===== config.mk =====
export PLATFORM = sky130hd
export DESIGN_NAME = vga_sync_rx_flat
export DESIGN_NICKNAME = d
export VERILOG_FILES = /design/src/rtl/vga_sync_rx_if.sv /design/src/rtl/vga_sync_rx.sv /design/src/flat_wrapper.sv
export SDC_FILE = /design/constraint.sdc
export NUM_CORES = 1
export LEC_CHECK = 0
export BUFFER_PORTS_ARGS = -buffer_cell sky130_fd_sc_hd__buf_4
export CORE_MARGIN = 4
export CORE_UTILIZATION = 52
export CTS_BUF_LIST = sky130_fd_sc_hd__clkbuf_4 sky130_fd_sc_hd__clkbuf_8
export CTS_CLUSTER_SIZE = 28
export DETAILED_ROUTE_END_ITERATION = 10
export PLACE_DENSITY = 0.78
export SKIP_LAST_GASP = 1
export SLEW_MARGIN = 20
export SYNTH_ARGS = -nofsm -noshare
export SYNTH_HDL_FRONTEND = slang
export SYNTH_SLANG_ARGS = --single-unit

===== constraint.sdc =====
create_clock -name i_clk25Mhz -period 2.9 [get_ports i_clk25Mhz]
set_clock_uncertainty 0.1 [all_clocks]
set_input_delay 0 -clock i_clk25Mhz [delete_from_list [all_inputs] [get_ports i_clk25Mhz]]
set_output_delay 0 -clock i_clk25Mhz [all_outputs]
set_load 0.005 [all_outputs]

===== src/rtl/vga_sync_rx_if.sv =====
// Sync inputs and recovered-timing outputs of vga_sync_rx, bundled as one interface.
interface vga_sync_rx_if;
  logic       i_hsync;
  logic       i_vsync;
  logic [9:0] o_hpos;
  logic [9:0] o_vpos;
  logic       o_display_on;
  logic       o_locked;
  logic       o_hsync_err;
  logic       o_vsync_err;
  logic [7:0] o_frame_count;

  modport master (
    output i_hsync, i_vsync,
    input  o_hpos, o_vpos, o_display_on, o_locked,
    input  o_hsync_err, o_vsync_err, o_frame_count
  );

  modport slave (
    input  i_hsync, i_vsync,
    output o_hpos, o_vpos, o_display_on, o_locked,
    output o_hsync_err, o_vsync_err, o_frame_count
  );
endinterface


===== src/rtl/vga_sync_rx.sv =====
// Recovers pixel/line position from incoming VGA hsync/vsync, tracks lock and
// flags sync edges that arrive away from their expected position.
module vga_sync_rx #(
  parameter int H_ACTIVE     = 640,
  parameter int H_SYNC_START = 656,
  parameter int H_TOTAL      = 800,
  parameter int V_ACTIVE     = 480,
  parameter int V_SYNC_START = 490,
  parameter int V_TOTAL      = 525,
  parameter int MAX_ERR      = 3
) (
  input  logic         i_clk25Mhz,
  input  logic         i_reset,
  vga_sync_rx_if.slave bus
);

  localparam int ERR_W = $clog2(MAX_ERR + 1);

  localparam logic [9:0] HACT_C  = 10'(H_ACTIVE);
  localparam logic [9:0] HSS_C   = 10'(H_SYNC_START);
  localparam logic [9:0] HLAST_C = 10'(H_TOTAL - 1);
  localparam logic [9:0] VACT_C  = 10'(V_ACTIVE);
  localparam logic [9:0] VSS_C   = 10'(V_SYNC_START);
  localparam logic [9:0] VLAST_C = 10'(V_TOTAL - 1);

  typedef enum logic [1:0] {
    HUNT   = 2'd0,
    HLOCK  = 2'd1,
    LOCKED = 2'd2
  } state_t;

  state_t           state_q, state_d;
  logic             hs_q, hs_prev_q, vs_q, vs_prev_q;
  logic [9:0]       hpos_q, hpos_d;
  logic [9:0]       vpos_q, vpos_d;
  logic [ERR_W-1:0] err_q, err_d, err_base;
  logic [ERR_W:0]   err_sum;
  logic [7:0]       frame_q, frame_d;
  logic             herr_q, verr_q, locked_q, disp_q, disp_d;
  logic             h_edge, v_edge, h_at_sync, h_err, v_err, v_load, h_wrap, err_full;

  always_comb begin
    h_edge    = hs_prev_q & ~hs_q;
    v_edge    = vs_prev_q & ~vs_q;
    h_at_sync = (hpos_q == HSS_C);
    // While tracking, an edge away from the sync column and a missing edge at it are both errors
    h_err     = (state_q != HUNT) && (h_edge != h_at_sync);
    v_err     = (state_q == LOCKED) && v_edge && (vpos_q != VSS_C);
    v_load    = v_edge && ((state_q == HLOCK) || v_err);
    h_wrap    = !h_edge && (hpos_q == HLAST_C);

    hpos_d = hpos_q + 10'd1;
    if (h_edge) begin
      hpos_d = HSS_C + 10'd1;
    end else if (h_wrap) begin
      hpos_d = '0;
    end

    vpos_d = vpos_q;
    if (v_load) begin
      vpos_d = VSS_C;
    end else if (h_wrap) begin
      vpos_d = (vpos_q == VLAST_C) ? '0 : vpos_q + 10'd1;
    end

    frame_d = frame_q;
    if ((state_q == LOCKED) && h_wrap && !v_load && (vpos_q == VLAST_C)) begin
      frame_d = frame_q + 8'd1;
    end

    err_base = (h_edge && h_at_sync) ? '0 : err_q;
    err_sum  = {1'b0, err_base} + {{ERR_W{1'b0}}, h_err} + {{ERR_W{1'b0}}, v_err};
    err_full = (err_sum >= (ERR_W + 1)'(MAX_ERR));

    state_d = state_q;
    case (state_q)
      HUNT:    if (h_edge) state_d = HLOCK;
      HLOCK:   if (err_full) state_d = HUNT;
               else if (v_edge) state_d = LOCKED;
      LOCKED:  if (err_full) state_d = HUNT;
      default: state_d = HUNT;
    endcase

    // Each new hunt starts with a clean error history
    err_d = err_full ? ERR_W'(MAX_ERR) : err_sum[ERR_W-1:0];
    if (state_d == HUNT) begin
      err_d = '0;
    end

    disp_d = (state_d == LOCKED) && (hpos_d < HACT_C) && (vpos_d < VACT_C);
  end

  always_ff @(posedge i_clk25Mhz) begin
    if (!i_reset) begin
      state_q   <= HUNT;
      hs_q      <= 1'b0;
      hs_prev_q <= 1'b0;
      vs_q      <= 1'b0;
      vs_prev_q <= 1'b0;
      hpos_q    <= '0;
      vpos_q    <= '0;
      err_q     <= '0;
      frame_q   <= '0;
      herr_q    <= 1'b0;
      verr_q    <= 1'b0;
      locked_q  <= 1'b0;
      disp_q    <= 1'b0;
    end else begin
      state_q   <= state_d;
      hs_q      <= bus.i_hsync;
      hs_prev_q <= hs_q;
      vs_q      <= bus.i_vsync;
      vs_prev_q <= vs_q;
      hpos_q    <= hpos_d;
      vpos_q    <= vpos_d;
      err_q     <= err_d;
      frame_q   <= frame_d;
      herr_q    <= h_err;
      verr_q    <= v_err;
      locked_q  <= (state_d == LOCKED);
      disp_q    <= disp_d;
    end
  end

  assign bus.o_hpos        = hpos_q;
  assign bus.o_vpos        = vpos_q;
  assign bus.o_display_on  = disp_q;
  assign bus.o_locked      = locked_q;
  assign bus.o_hsync_err   = herr_q;
  assign bus.o_vsync_err   = verr_q;
  assign bus.o_frame_count = frame_q;

endmodule

===== src/flat_wrapper.sv =====
// flat-port wrapper written by rule: the top's interface ports become plain ports
module vga_sync_rx_flat 
#(
  parameter int H_ACTIVE     = 640,
  parameter int H_SYNC_START = 656,
  parameter int H_TOTAL      = 800,
  parameter int V_ACTIVE     = 480,
  parameter int V_SYNC_START = 490,
  parameter int V_TOTAL      = 525,
  parameter int MAX_ERR      = 3
)
  (i_clk25Mhz, i_reset, bus_i_hsync, bus_i_vsync, bus_o_hpos, bus_o_vpos, bus_o_display_on, bus_o_locked, bus_o_hsync_err, bus_o_vsync_err, bus_o_frame_count);
  vga_sync_rx_if bus_i ();
  input  logic i_clk25Mhz;
  input  logic i_reset;
  input wire logic [$bits(bus_i.i_hsync)-1:0] bus_i_hsync;
  input wire logic [$bits(bus_i.i_vsync)-1:0] bus_i_vsync;
  output wire logic [$bits(bus_i.o_hpos)-1:0] bus_o_hpos;
  output wire logic [$bits(bus_i.o_vpos)-1:0] bus_o_vpos;
  output wire logic [$bits(bus_i.o_display_on)-1:0] bus_o_display_on;
  output wire logic [$bits(bus_i.o_locked)-1:0] bus_o_locked;
  output wire logic [$bits(bus_i.o_hsync_err)-1:0] bus_o_hsync_err;
  output wire logic [$bits(bus_i.o_vsync_err)-1:0] bus_o_vsync_err;
  output wire logic [$bits(bus_i.o_frame_count)-1:0] bus_o_frame_count;
  assign bus_i.i_hsync = bus_i_hsync;
  assign bus_i.i_vsync = bus_i_vsync;
  assign bus_o_hpos = bus_i.o_hpos;
  assign bus_o_vpos = bus_i.o_vpos;
  assign bus_o_display_on = bus_i.o_display_on;
  assign bus_o_locked = bus_i.o_locked;
  assign bus_o_hsync_err = bus_i.o_hsync_err;
  assign bus_o_vsync_err = bus_i.o_vsync_err;
  assign bus_o_frame_count = bus_i.o_frame_count;
  vga_sync_rx #(.H_ACTIVE(H_ACTIVE), .H_SYNC_START(H_SYNC_START), .H_TOTAL(H_TOTAL), .V_ACTIVE(V_ACTIVE), .V_SYNC_START(V_SYNC_START), .V_TOTAL(V_TOTAL), .MAX_ERR(MAX_ERR)) u_core (.i_clk25Mhz(i_clk25Mhz), .i_reset(i_reset), .bus(bus_i));
endmodule

Word-level counts from Yosys, hierarchy flattened:

Index checks and enable logic that the tools add are counted.

* magnitude comparators: 3
* mux-type cells: 12
* bitwise operators: 5
* equality and inequality tests: 8
* reductions and logical operators: 18
* $add $sub $neg: 5

Operators by type and width (number)
* $mux W10: 5
* $eq A10 B10 Y1 const B: 3
* $add A10 B1 Y10 const B: 2
* $mux W2: 6
* $logic_and A1 B1 Y1: 11
* $lt A10 B10 Y1 const B: 1
* $lt A10 B9 Y1 const B: 1
* $ne A10 B9 Y1 const B: 1
* $add A8 B1 Y8 const B: 1
* $pmux W2 S3: 1
* $eq A2 B2 Y1 const B: 2
* $logic_not A2 Y1: 2
* $add A2 B1 Y3: 1
* $add A3 B1 Y3: 1
* $ge A3 B2 Y1 const B: 1
* $not A1 Y1: 3
* $and A1 B1 Y1: 2
* $eq A2 B1 Y1 const B: 1
* $logic_not A1 Y1: 2
* $reduce_bool A2 Y1: 1
* $reduce_or A2 Y1: 1
* $logic_or A1 B1 Y1: 1
* $ne A1 B1 Y1: 1

* output and inout port bits: 32
* bits in registers: 40
* logic and storage cells: 64

Longest topological paths before layout:

Gate-level depths: netlist (run 1).

* word-level depth: 12
* mapped depth: 14
* mapped depth without buffers: 14

Worst setup path after synthesis (run 1):

No wires, ideal clock.

* path type: register -> register
* start: reg u_core.vpos_q[1] (netlist: u_core.bus.o_vpos[1])
* end: reg u_core.err_q[0]
* setup slack: -0.161 ns
* arrival time: 2.897 ns
* stages on the path, launching flop included: 13
* library setup time: 0.064 ns
* clock period less this slack: 3.061 ns
* cell sequence: dfxtp_1 -> ha_1 -> or3b_2 -> nor4b_1 -> nor3_1 -> fa_1 -> inv_1 -> ha_1 -> a31oi_1 -> a21boi_0 -> and2_1 -> nor2_1 -> nor2_1

* word-level cells in the longest chain between the ends: 8

RTL lines
* start, declared: line vga_sync_rx.sv:35 `logic [9:0] vpos_q, vpos_d;`
* start signal, assigned: line vga_sync_rx.sv:115 `vpos_q <= vpos_d;`
* $ne A10 B9 Y1 (*): line vga_sync_rx.sv:48 `v_err = (state_q == LOCKED) && v_edge && (vpos_q != VSS_C);`
* $logic_and A1 B1 Y1 (*): line vga_sync_rx.sv:48
* named net u_core.v_err: line vga_sync_rx.sv:40 `logic h_edge, v_edge, h_at_sync, h_err, v_err, v_load, h_wrap, err_full;`
* $add A3 B1 Y3 (*): line vga_sync_rx.sv:72 `err_sum = {1'b0, err_base} + {{ERR_W{1'b0}}, h_err} + {{ERR_W{1'b0}}, v_err};`
* $ge A3 B2 Y1: line vga_sync_rx.sv:73 `err_full = (err_sum >= (ERR_W + 1)'(MAX_ERR));`
* $mux W2, on equally long branches: line vga_sync_rx.sv:80, vga_sync_rx.sv:78
* $pmux W2 S3: line vga_sync_rx.sv:76 `case (state_q)`
* $logic_not A2 Y1: line vga_sync_rx.sv:86 `if (state_d == HUNT) begin`
* $reduce_or A2 Y1 (no line)
* end signal, assigned: line vga_sync_rx.sv:116 `err_q <= err_d;`
* end, declared: line vga_sync_rx.sv:36 `logic [ERR_W-1:0] err_q, err_d, err_base;`

The timed path passes the listed nets; every way through them passes the cells marked *.
A chain may end at the register's enable or synchronous reset.

Worst setup path in the final report (run 1):

* start: reg u_core.vpos_q[0] (netlist: u_core.bus.o_vpos[0])
* end: reg u_core.err_q[0]

The elaborated chain is that of the path after synthesis.

==> metrics.md, run 1 <==
| Metric | Value |
|---|---|
| Fin crit share | 98.35% |
| Post-layout minimum cycle time | 2.852 ns |
| Crit-path max FO | 3 |
| WL final | 5.169 mm |
| Vias in the first global route | 1796 |
| Status | finished, final reports clean |
| Iter 0 DRT Violations | 125 |
| Top FF cell, synth | dfxtp_1 |
| Startpoint types | flop |
| Final worst setup slack | 0.04778 ns |
| Filler Cell Count | 261 |
| Die Area | 4928 µm² |
| Peak VDD IR | 0.3499 mV |
| Slew HR | 51.32% |
| Final Max Tran Viols | 0 |
| Std-Cell Core Area | 3689 µm² |
| Worst skew pair latency | 0.29 ns |
| RR Endpoint | u_core.err_q[0] |
| Unrepaired setup endpoints after global routing | yes |
| Syn avg cell area | 8.942 µm² |
| Rows | 22 |
| First-pass GRT wire length | 8.224 mm |
| Number of enable-type register cells in the synthesized netlist | 0 |
| Hold-critical path depth | 1 |
| Worst EP required | 3.02 ns |
| Critical path depth | 13 |
| Layout cell share with drive strength beyond 1 | 36.51% |
| # setup viols final | 0 |
| Height of the die | 70.20 µm |
| Final nets | 318 |
| Ys Warns | 0 |
| IO Pins | 36 |
| Antenna Cells | 0 |
| Hold Crit Class | flop to flop |
| CP Cell Sequence | inv_2 > ha_4 > or3b_4 > nor4b_4 > nor3_2 > fa_2 > inv_2 > ha_4 > a31oi_4 > a21boi_4 > and2_4 > nor2_2 > nor2_1 |
| Critical path buffer and inverter count | 2 |
| DR vias/cell | 5.460 |
| Max Fclk | 350.6 MHz |
| Pleak | 1.209 nW |
| Synth Register Bits | 40 |
| Via count | 1922 |
| Die Wd | 70.20 µm |
| DRC errors left | 0 |
| CTS tree | built |
| Syn Inst Count | 225 |
| Max-cap violations | 0 |
| Initial Utilization | 54.55% |
| Synth Cell Area | 2012 µm² |
| Initial antenna violation count | 0 |
| Worst Setup EP | u_core.err_q[0] |
| PortBufs | 35 |
| Setup CP Type | flop to flop |
| Final HPWL DP | 3.487 mm |
| GP Congestion | 0.8189 |
| Post-synthesis sequential area ratio | 39.80% |
| Async S/R FF share, synth | 0% |
| Total GRT Usage | 20.46% |
| Unique masters post-synth | 46 |
| Syn-to-layout area delta | 41.92% |
| Crit-path leading delay family | simple AND/OR/NAND/NOR gates |
| Crit path capture type | flop |
| Num CTS Buffers | 5 |
| Fin. Hold Viols | 0 |
| DRT Pass-1 Iters | 4 |
| Slew @ Worst Pin | 0.7294 ns |
| Critical-path top delay cell | fa_2 |
| Syn nets | 240 |
| Arrival time worst endpoint | 2.98 ns |
| Reg2reg setup slack | 0.05 ns |
| Worst reg2reg startpoint | u_core.bus.o_vpos[0] |
| H-tree depth | 2 |
| Crit path largest cell delay | 0.43 ns |
| Worst setup startpoint | u_core.bus.o_vpos[0] |
| Clock Tree Buf Depth | 2 |
| R2r worst-path depth | 13 |
| Remaining Overflow, GRT | 0 |
| Final Power | 1.040 mW |
| Largest net degree at the start of global routing | 21 |
| WL/cell | 14.68 µm |
| CTS clk-pin slew, worst paths | 0.07 ns |
| Clock Sinks | 40 |
| Root Driver | clkbuf_8 |
| ANT nets after route | 0 |
| Pre-CTS WS | -0.2424 ns |
| PwrDens | 364.1 nW/µm² |
[worst min path at each step]
stage	start	end	slack, ns
2_1_floorplan	bus_i_hsync	u_core.hs_q	0.03
3_3_place_gp	bus_i_vsync	u_core.vs_q	0.11
3_5_place_dp	bus_i_vsync	u_core.vs_q	0.11
4_1_cts	u_core.hs_q	u_core.hs_prev_q	0.37
5_1_grt	u_core.hs_q	u_core.hs_prev_q	0.39
6_report	u_core.hs_q	u_core.hs_prev_q	0.37
[final cells by class]
class / instances / area, µm² / area share (%)
Sequential cell: 40 / 803.3 / 28.13
Tap cell: 48 / 60.06 / 2.103
Clock buffer: 8 / 97.59 / 3.418
Multi-Input combinational cell: 165 / 1240 / 43.43
Timing Repair Buffer: 79 / 609.3 / 21.34
Inverter: 12 / 45.04 / 1.578
[cell families after synthesis]
logic type | Yosys count | synth area share (%)
fa+ha+maj | 11 | 7.214
simple gates | 101 | 29.73
compound gates | 33 | 10.26
buf+inv | 20 | 4.166
mux | 1 | 0.5597
flops | 40 | 39.80
xor+xnor | 19 | 8.271
[state kept, by name, indices dropped and copies added (netlist names)]
signal	cells
u_core.state_q	2
u_core.vs_q	1
u_core.bus.o_display_on	1
u_core.bus.o_hsync_err	1
u_core.hs_q	1
u_core.err_q	2
u_core.vs_prev_q	1
u_core.bus.o_frame_count	8
u_core.bus.o_locked	1
u_core.bus.o_vpos	10
u_core.bus.o_vsync_err	1
u_core.bus.o_hpos	10
u_core.hs_prev_q	1
[per-layer routing]
| metal | wire length [µm] | track usage [%] | vias to the layer above |
|---|---|---|---|
| met2 | 2624 | 34.73 | 53 |
| met3 | 252 | 4.029 | 7 |
| li1 | - | - | 941 |
| met5 | 0 | 0 | - |
| met1 | 2232 | 26.53 | 921 |
| met4 | 59 | 5.106 | 0 |
[cells in the mapped netlist (2+ instances only)]
master	n	area share, %
inv_1	12	2.2
nand2_1	6	1.1
clkbuf_1	5	0.93
and2_1	9	2.8
nor2b_1	2	0.62
nand2b_1	5	1.6
nor2_1	28	5.2
nand3_1	11	2.7
o31ai_1	2	0.75
o311ai_0	2	0.87
xor2_1	11	4.8
a31oi_1	4	1.2
and3_1	4	1.2
o21ai_0	6	1.5
o211ai_1	2	0.75
nand4_1	14	4.4
dfxtp_1	40	40
a21boi_0	2	0.75
or3_1	2	0.62
ha_1	10	6.2
xnor2_1	8	3.5
a21oi_1	11	2.7
nor3_1	6	1.5
[cell usage in the layout (no fill, tap or decap), drive strengths merged, types with 2 or more instances in the layout]
master       count
nor3             7
inv             12
o211ai           2
nor4             2
or3              3
buf             74
nor2            28
clkbuf           8
a31oi            4
nand3           11
nand4bb          2
nand4           14
nand2            7
dfxtp           40
nand2b           6
a21boi           2
a21oi           11
ha              10
and2             9
nor2b            2
xor2            11
and3             4
dlygate4sd3      5
o21ai            6
o31ai            2
xnor2            8
o311ai           2
[stage by stage]
step	cell area, µm²	hold WS (ns)	TNS [ns]	utilization [%]	instances
final	2855	0.3664	0	77.41	352
after global routing	2855	0.3855	-0.1344	77.41	352
after CTS	2761	0.3747	0	74.86	344
after detailed placement	2487	0.1133	-0.7469	67.44	324
after global placement	2487	0.1082	-0.2671	67.44	324
after floorplan	2023	0.02729	0	-	225
[worst reg2reg max path, delay by kind of cell (launching register included)]
kind                     cells  cell delay (ns)
buffers and inverters        2             0.15
adder cells (fa/ha/maj)      3             0.75
flip-flops                   1             0.33
AND/OR/NAND/NOR              6             1.08
AO/OA/AOI/OAI                2             0.39
[repair_timing]
item | CTS | global route
gates resized for setup | 16 | 7
hold buffers | 5 | 0
buffers inserted | 7 | 8
hold endpoints to repair | 9 | 0
pin swaps | 8 | 8
endpoints found under the setup margin | 6 | 11
[where the power goes]
part / switching, mW / leakage (nW) / internal, mW
clock: 0.185 / 0.0523 / 0.213
combinational: 0.0379 / 0.832 / 0.0375
sequential: 0.00711 / 0.325 / 0.559
Note: power is estimated with default switching activity, not from simulation.
==> run 2: changes to the inputs <==
Settings changed: PLACE_DENSITY 0.78 to default, PLACE_DENSITY_LB_ADDON from default to 0.1, RECOVER_POWER from default to 25.
==> run 2 against run 1 <==
  * Power increased by 10%
  * Non-clock buffer count is 11 lower
  * Final cell count fell by 3.1%
  * Critical path depth unchanged
  * Register-to-register slack worse by 0.03 ns
  * Combinational power is 0.5% higher
  * Critical endpoint unchanged
  * Largest cell class unchanged
  * Largest power group unchanged
==> metrics.md, run 2 (synthesized netlist as in run 1, its figures left out) <==
| Metric | Value |
|---|---|
| Hold Crit Class | flop to flop |
| Layout cell share with drive strength beyond 1 | 31.74% |
| Post-placement cell area | 2480 µm² |
| Most frequent cells in the layout | buf_4 (48), dfxtp_1 (38), nor2_1 (26), nand4_1 (14), clkbuf_4 (12) |
| Clock Sinks | 40 |
| IO Pins | 36 |
| Max Fclk | 347.0 MHz |
| Startpoint types | flop |
| Dpl cells | 323 |
| Largest net degree at the start of global routing | 21 |
| Fin. Hold Viols | 0 |
| Setup CP Type | flop to flop |
| H-tree depth | 2 |
| WL final | 5.066 mm |
| PwrDens | 414.7 nW/µm² |
| PortBufs | 35 |
| Commonest non-fill, non-tap cell in the layout | buf_4 |
| Fin crit share | 99.37% |
| Die Wd | 70.20 µm |
| Clock Tree Buf Depth | 2 |
| CTS clk-pin slew, worst paths | 0.08 ns |
| DRC errors left | 0 |
| Crit-path max FO | 3 |
| Pleak | 1.158 nW |
| Initial antenna violation count | 0 |
| Final HPWL DP | 3.348 mm |
| Height of the die | 70.20 µm |
| First-pass GRT wire length | 8.162 mm |
| Arrival time worst endpoint | 3.02 ns |
| Std-Cell Core Area | 3689 µm² |
| Rows | 22 |
| Hold slack final | 0.3723 ns |
| Worst skew pair latency | 0.30 ns |
| Via count | 1833 |
| Vias in the first global route | 1765 |
| Root Driver | clkbuf_8 |
| Crit path capture type | flop |
| Unrepaired setup endpoints after global routing | yes |
| Antenna Cells | 0 |
| Iter 0 DRT Violations | 188 |
| Slew @ Worst Pin | 0.6833 ns |
| # setup viols final | 0 |
| Die Area | 4928 µm² |
| Worst EP required | 3.04 ns |
| WL/cell | 14.86 µm |
| Total GRT Usage | 20.85% |
| Finished Layout Cells | 341 |
| CTS tree | built |
| Status | finished, final reports clean |
| Slew HR | 54.40% |
| Post-layout minimum cycle time | 2.882 ns |
| Peak VDD IR | 0.2941 mV |
| Syn-to-layout area delta | 37.56% |
| ANT nets after route | 0 |
| Initial Utilization | 54.55% |
| Final non-filler cell area | 2768 µm² |
| DRT Pass-1 Iters | 5 |
| Remaining Overflow, GRT | 0 |
| Final Max Tran Viols | 0 |
| GP Congestion | 0.8206 |
| DR vias/cell | 5.375 |
| Num CTS Buffers | 5 |
| Max-cap violations | 0 |
| Final nets | 307 |
## run 2: per-stage QoR
| step | worst slack, ns | util, % | setup TNS (ns) | total power [mW] |
|---|---|---|---|---|
| after floorplan | 0.001956 | - | 0 | 0.6143 |
| after global placement | -0.09381 | 67.23 | -0.2472 | 0.6446 |
| after detailed placement | -0.2705 | 67.23 | -0.9961 | 0.6462 |
| after CTS | 0.001831 | 74.39 | 0 | 1.149 |
| after global routing | -0.07253 | 75.03 | -0.1215 | 1.188 |
| final | 0.01833 | 75.03 | 0 | 1.148 |
## run 2: final timing paths
path / endpoint / cells after the start / slack [ns] / startpoint
worst max-delay path: u_core.err_q[0] / 13 / 0.02 / u_core.bus.o_vpos[0]
worst max register to register: u_core.err_q[0] / 13 / 0.02 / u_core.bus.o_vpos[0]
worst min register to register: u_core.hs_prev_q / 1 / 0.37 / u_core.hs_q
worst min-delay path: u_core.hs_prev_q / 1 / 0.37 / u_core.hs_q
## run 2: layout make-up
cell class / instances / area (µm²)
clock buffer: 7 / 96.34
clock inverter: 1 / 30.03
fill: 280 / 920.9
inverter: 12 / 45.04
multi-input combinational: 165 / 1221
sequential: 40 / 803.3
tap: 48 / 60.06
timing repair buffer: 68 / 511.7
## run 2: critical path, cell delays in order (launching register included)
cell and delay [ns]:
dfxtp_2 0.33, inv_2 0.07, ha_4 0.12, or3b_4 0.40
nor4b_4 0.30, nor3_2 0.10, fa_2 0.43, inv_2 0.08
ha_4 0.20, a31oi_4 0.14, a31oi_1 0.12, nor3_2 0.25
nor2_4 0.07, nor2_2 0.09
## run 2: where the power goes
part | total, mW | leakage (nW) | internal, mW | switching (mW)
logic | 0.0758 | 0.768 | 0.0375 | 0.0383
registers | 0.566 | 0.325 | 0.559 | 0.00716
clock network | 0.506 | 0.0645 | 0.304 | 0.202
total | 1.15 | 1.16 | 0.900 | 0.248
## run 2: routing by layer
| layer | up-vias | GRT usage [%] | wire (µm) |
|---|---|---|---|
| met5 | - | 0 | 0 |
| met4 | 0 | 9.574 | 136 |
| met3 | 15 | 5.324 | 249 |
| met1 | 840 | 27.29 | 2286 |
| met2 | 58 | 32.11 | 2393 |
| li1 | 920 | - | - |
## run 2: what timing repair did
item	in CTS	in global routing
setup endpoints to repair	6	3
buffers inserted	3	2
resized for setup	14	4
hold buffers	5	0
endpoints found under the hold margin	9	0
pin swaps	7	10
==> run 3: changes to the inputs <==
--- a/constraint.sdc
+++ b/constraint.sdc
@@ -4,2 +4,2 @@
 set_output_delay 0 -clock i_clk25Mhz [all_outputs]
-set_load 0.005 [all_outputs]
+set_load 0.1 [all_outputs]
==> run 3 against run 2 <==
  * The flow now finishes with violations (setup timing)
  * Non-clock buffer count is 25 lower
  * Clock power decreased by 21%
  * Die area is the same
  * Final cell count decreased by 7.3%
  * Design area decreased by 6.0%
  * Sequential power barely moved
  * Global-route usage shrank 1.8 points
  * Largest cell class unchanged
  * Largest power group unchanged
==> metrics.md, run 3 (synthesized netlist as in run 1, its figures left out) <==
| Metric | Value |
|---|---|
| Via count | 1723 |
| RR Endpoint | u_core.err_q[1] |
| Slew HR | 52.05% |
| Die Area | 4928 µm² |
| Dpl cells | 302 |
| CTS clk-pin slew, worst paths | 0.07 ns |
| Arrival time worst endpoint | 3.04 ns |
| Slew @ Worst Pin | 0.7184 ns |
| Final core occ | 70.56% |
| Die Wd | 70.20 µm |
| GP Congestion | 0.8230 |
| Max Fclk | 343.7 MHz |
| Status | complete, but fails checks |
| Worst Setup EP | u_core.err_q[1] |
| Worst reg2reg startpoint | u_core.bus.o_vpos[0] |
| # setup viols final | 1 |
| Initial antenna violation count | 0 |
| IO Pins | 36 |
| H-tree depth | 2 |
| Setup CP Type | flop to flop |
| Hold Crit Class | flop to flop |
| Finished Layout Cells | 316 |
| Clock Sinks | 40 |
| Rows | 22 |
| Initial Utilization | 54.55% |
| Startpoint types | flop |
| Final worst setup slack | -0.009192 ns |
| Worst setup startpoint | u_core.bus.o_vpos[0] |
| Peak VDD IR | 0.3271 mV |
| Fin crit share | 100.3% |
| WL/cell | 14.81 µm |
| PwrDens | 412.2 nW/µm² |
| WL final | 4.680 mm |
| ANT nets after route | 0 |
| Layout cell share with drive strength beyond 1 | 32.09% |
| Switching part of the total | 25.72% |
| Unrepaired setup endpoints after global routing | yes |
| Share of power burned in registers | 52.9% |
| DR vias/cell | 5.453 |
| Pleak | 1.045 nW |
| Failing checks | setup timing |
| Final nets | 282 |
| Fin. Hold Viols | 0 |
| Most frequent cells in the layout | buf_4 (38), nor2_1 (27), dfxtp_1 (22), nand4_1 (14) |
| DRC errors left | 0 |
| Pre-CTS WS | -0.03801 ns |
| Clock Tree Buf Depth | 2 |
| Clock group share of total power | 37.2% |
| CTS tree | built |
| Iter 0 DRT Violations | 58 |
| Syn-to-layout area delta | 29.35% |
| Switch Pwr | 0.2759 mW |
| Final Max Tran Viols | 0 |
| Worst skew pair latency | 0.29 ns |
| Final Power | 1.073 mW |
| Final HPWL DP | 3.225 mm |
| DRT Pass-1 Iters | 4 |
| R2r worst-path depth | 13 |
| Worst EP required | 3.03 ns |
| Crit path capture type | flop |
| Logic pwr share | 9.9% |
| Int Power | 0.7968 mW |
| Height of the die | 70.20 µm |
| First-pass GRT wire length | 7.576 mm |
| Antenna Cells | 0 |
| Remaining Overflow, GRT | 0 |
| Std-Cell Core Area | 3689 µm² |
| Crit-path max FO | 6 |
| Vias in the first global route | 1585 |
| Max-cap violations | 0 |
| Total GRT Usage | 19.04% |
| Largest net degree at the start of global routing | 21 |
| Root Driver | clkbuf_8 |
| Reg2reg setup slack | -0.009 ns |
| Commonest non-fill, non-tap cell in the layout | buf_4 |
| Setup tns final | -0.009192 ns |
| Num CTS Buffers | 5 |
| Filler Cell Count | 339 |
| Post-layout minimum cycle time | 2.909 ns |
| PortBufs | 35 |
-- run 3: changes by cell type in the layout (fill, tap and decap cells not counted), sizes merged --
cell	change
buf	-10
bufinv	-1
clkbuf	-14
-- run 3: worst min-delay path by stage --
stage                     start                to  slack (ns)  cells past startpoint
global placement    bus_i_vsync       u_core.vs_q        0.11                      2
floorplan           bus_i_hsync       u_core.hs_q        0.03                      1
CTS                 u_core.hs_q  u_core.hs_prev_q        0.36                      1
detailed placement  bus_i_vsync       u_core.vs_q        0.11                      2
finish              u_core.hs_q  u_core.hs_prev_q        0.36                      1
global route        u_core.hs_q  u_core.hs_prev_q        0.39                      1
-- run 3: timing repair --
action                                 in CTS  in global routing
gates cloned                                0                  0
gates resized for setup                     2                  7
setup buffers                               0                  1
pin swaps                                   2                  7
hold buffers                                5                  0
endpoints found under the hold margin       9                  0
setup endpoints to repair                   3                  3
-- run 3: power groups by stage --
stage / registers (mW) / logic [mW] / clock network, mW
finish: 0.568 / 0.106 / 0.399
global route: 0.570 / 0.113 / 0.437
CTS: 0.568 / 0.104 / 0.406
detailed placement: 0.580 / 0.0985 / 0
global placement: 0.580 / 0.0979 / 0
floorplan: 0.624 / 0.0330 / 0
-- run 3: worst max-delay path, cell delays in order (launching register included) --
cell      delay [ns]
dfxtp_4         0.37
inv_4           0.06
ha_4            0.10
or3b_4          0.39
nor4b_4         0.30
nor3_2          0.10
fa_2            0.43
inv_2           0.08
ha_4            0.20
a31oi_4         0.18
a21boi_4        0.24
and2_4          0.18
nor2_2          0.04
nor2_1          0.08
-- run 3: metrics by stage --
step | instance area [µm²] | hold WS [ns]
global route | 2603 | 0.3869
floorplan | 2102 | 0.02729
global placement | 2400 | 0.1090
CTS | 2561 | 0.3604
finish | 2603 | 0.3589
detailed placement | 2400 | 0.1122
-- run 3: layer usage --
| metal | track usage (%) | up-vias | routed length [µm] |
|---|---|---|---|
| li1 | - | 874 | - |
| met1 | 25.42 | 805 | 2205 |
| met2 | 28.96 | 39 | 2206 |
| met3 | 3.741 | 5 | 194 |
| met4 | 9.787 | 0 | 74 |
| met5 | 0 | - | 0 |
-- run 3: area by class of cell --
| type | instances | area (µm²) | share of cell area, % |
|---|---|---|---|
| sequential | 40 | 848.3 | 32.60 |
| timing repair buffer | 43 | 335.3 | 12.88 |
| clock buffer | 8 | 97.59 | 3.750 |
| inverter | 12 | 47.55 | 1.827 |
| tap | 48 | 60.06 | 2.308 |
| multi-input combinational | 165 | 1214 | 46.63 |
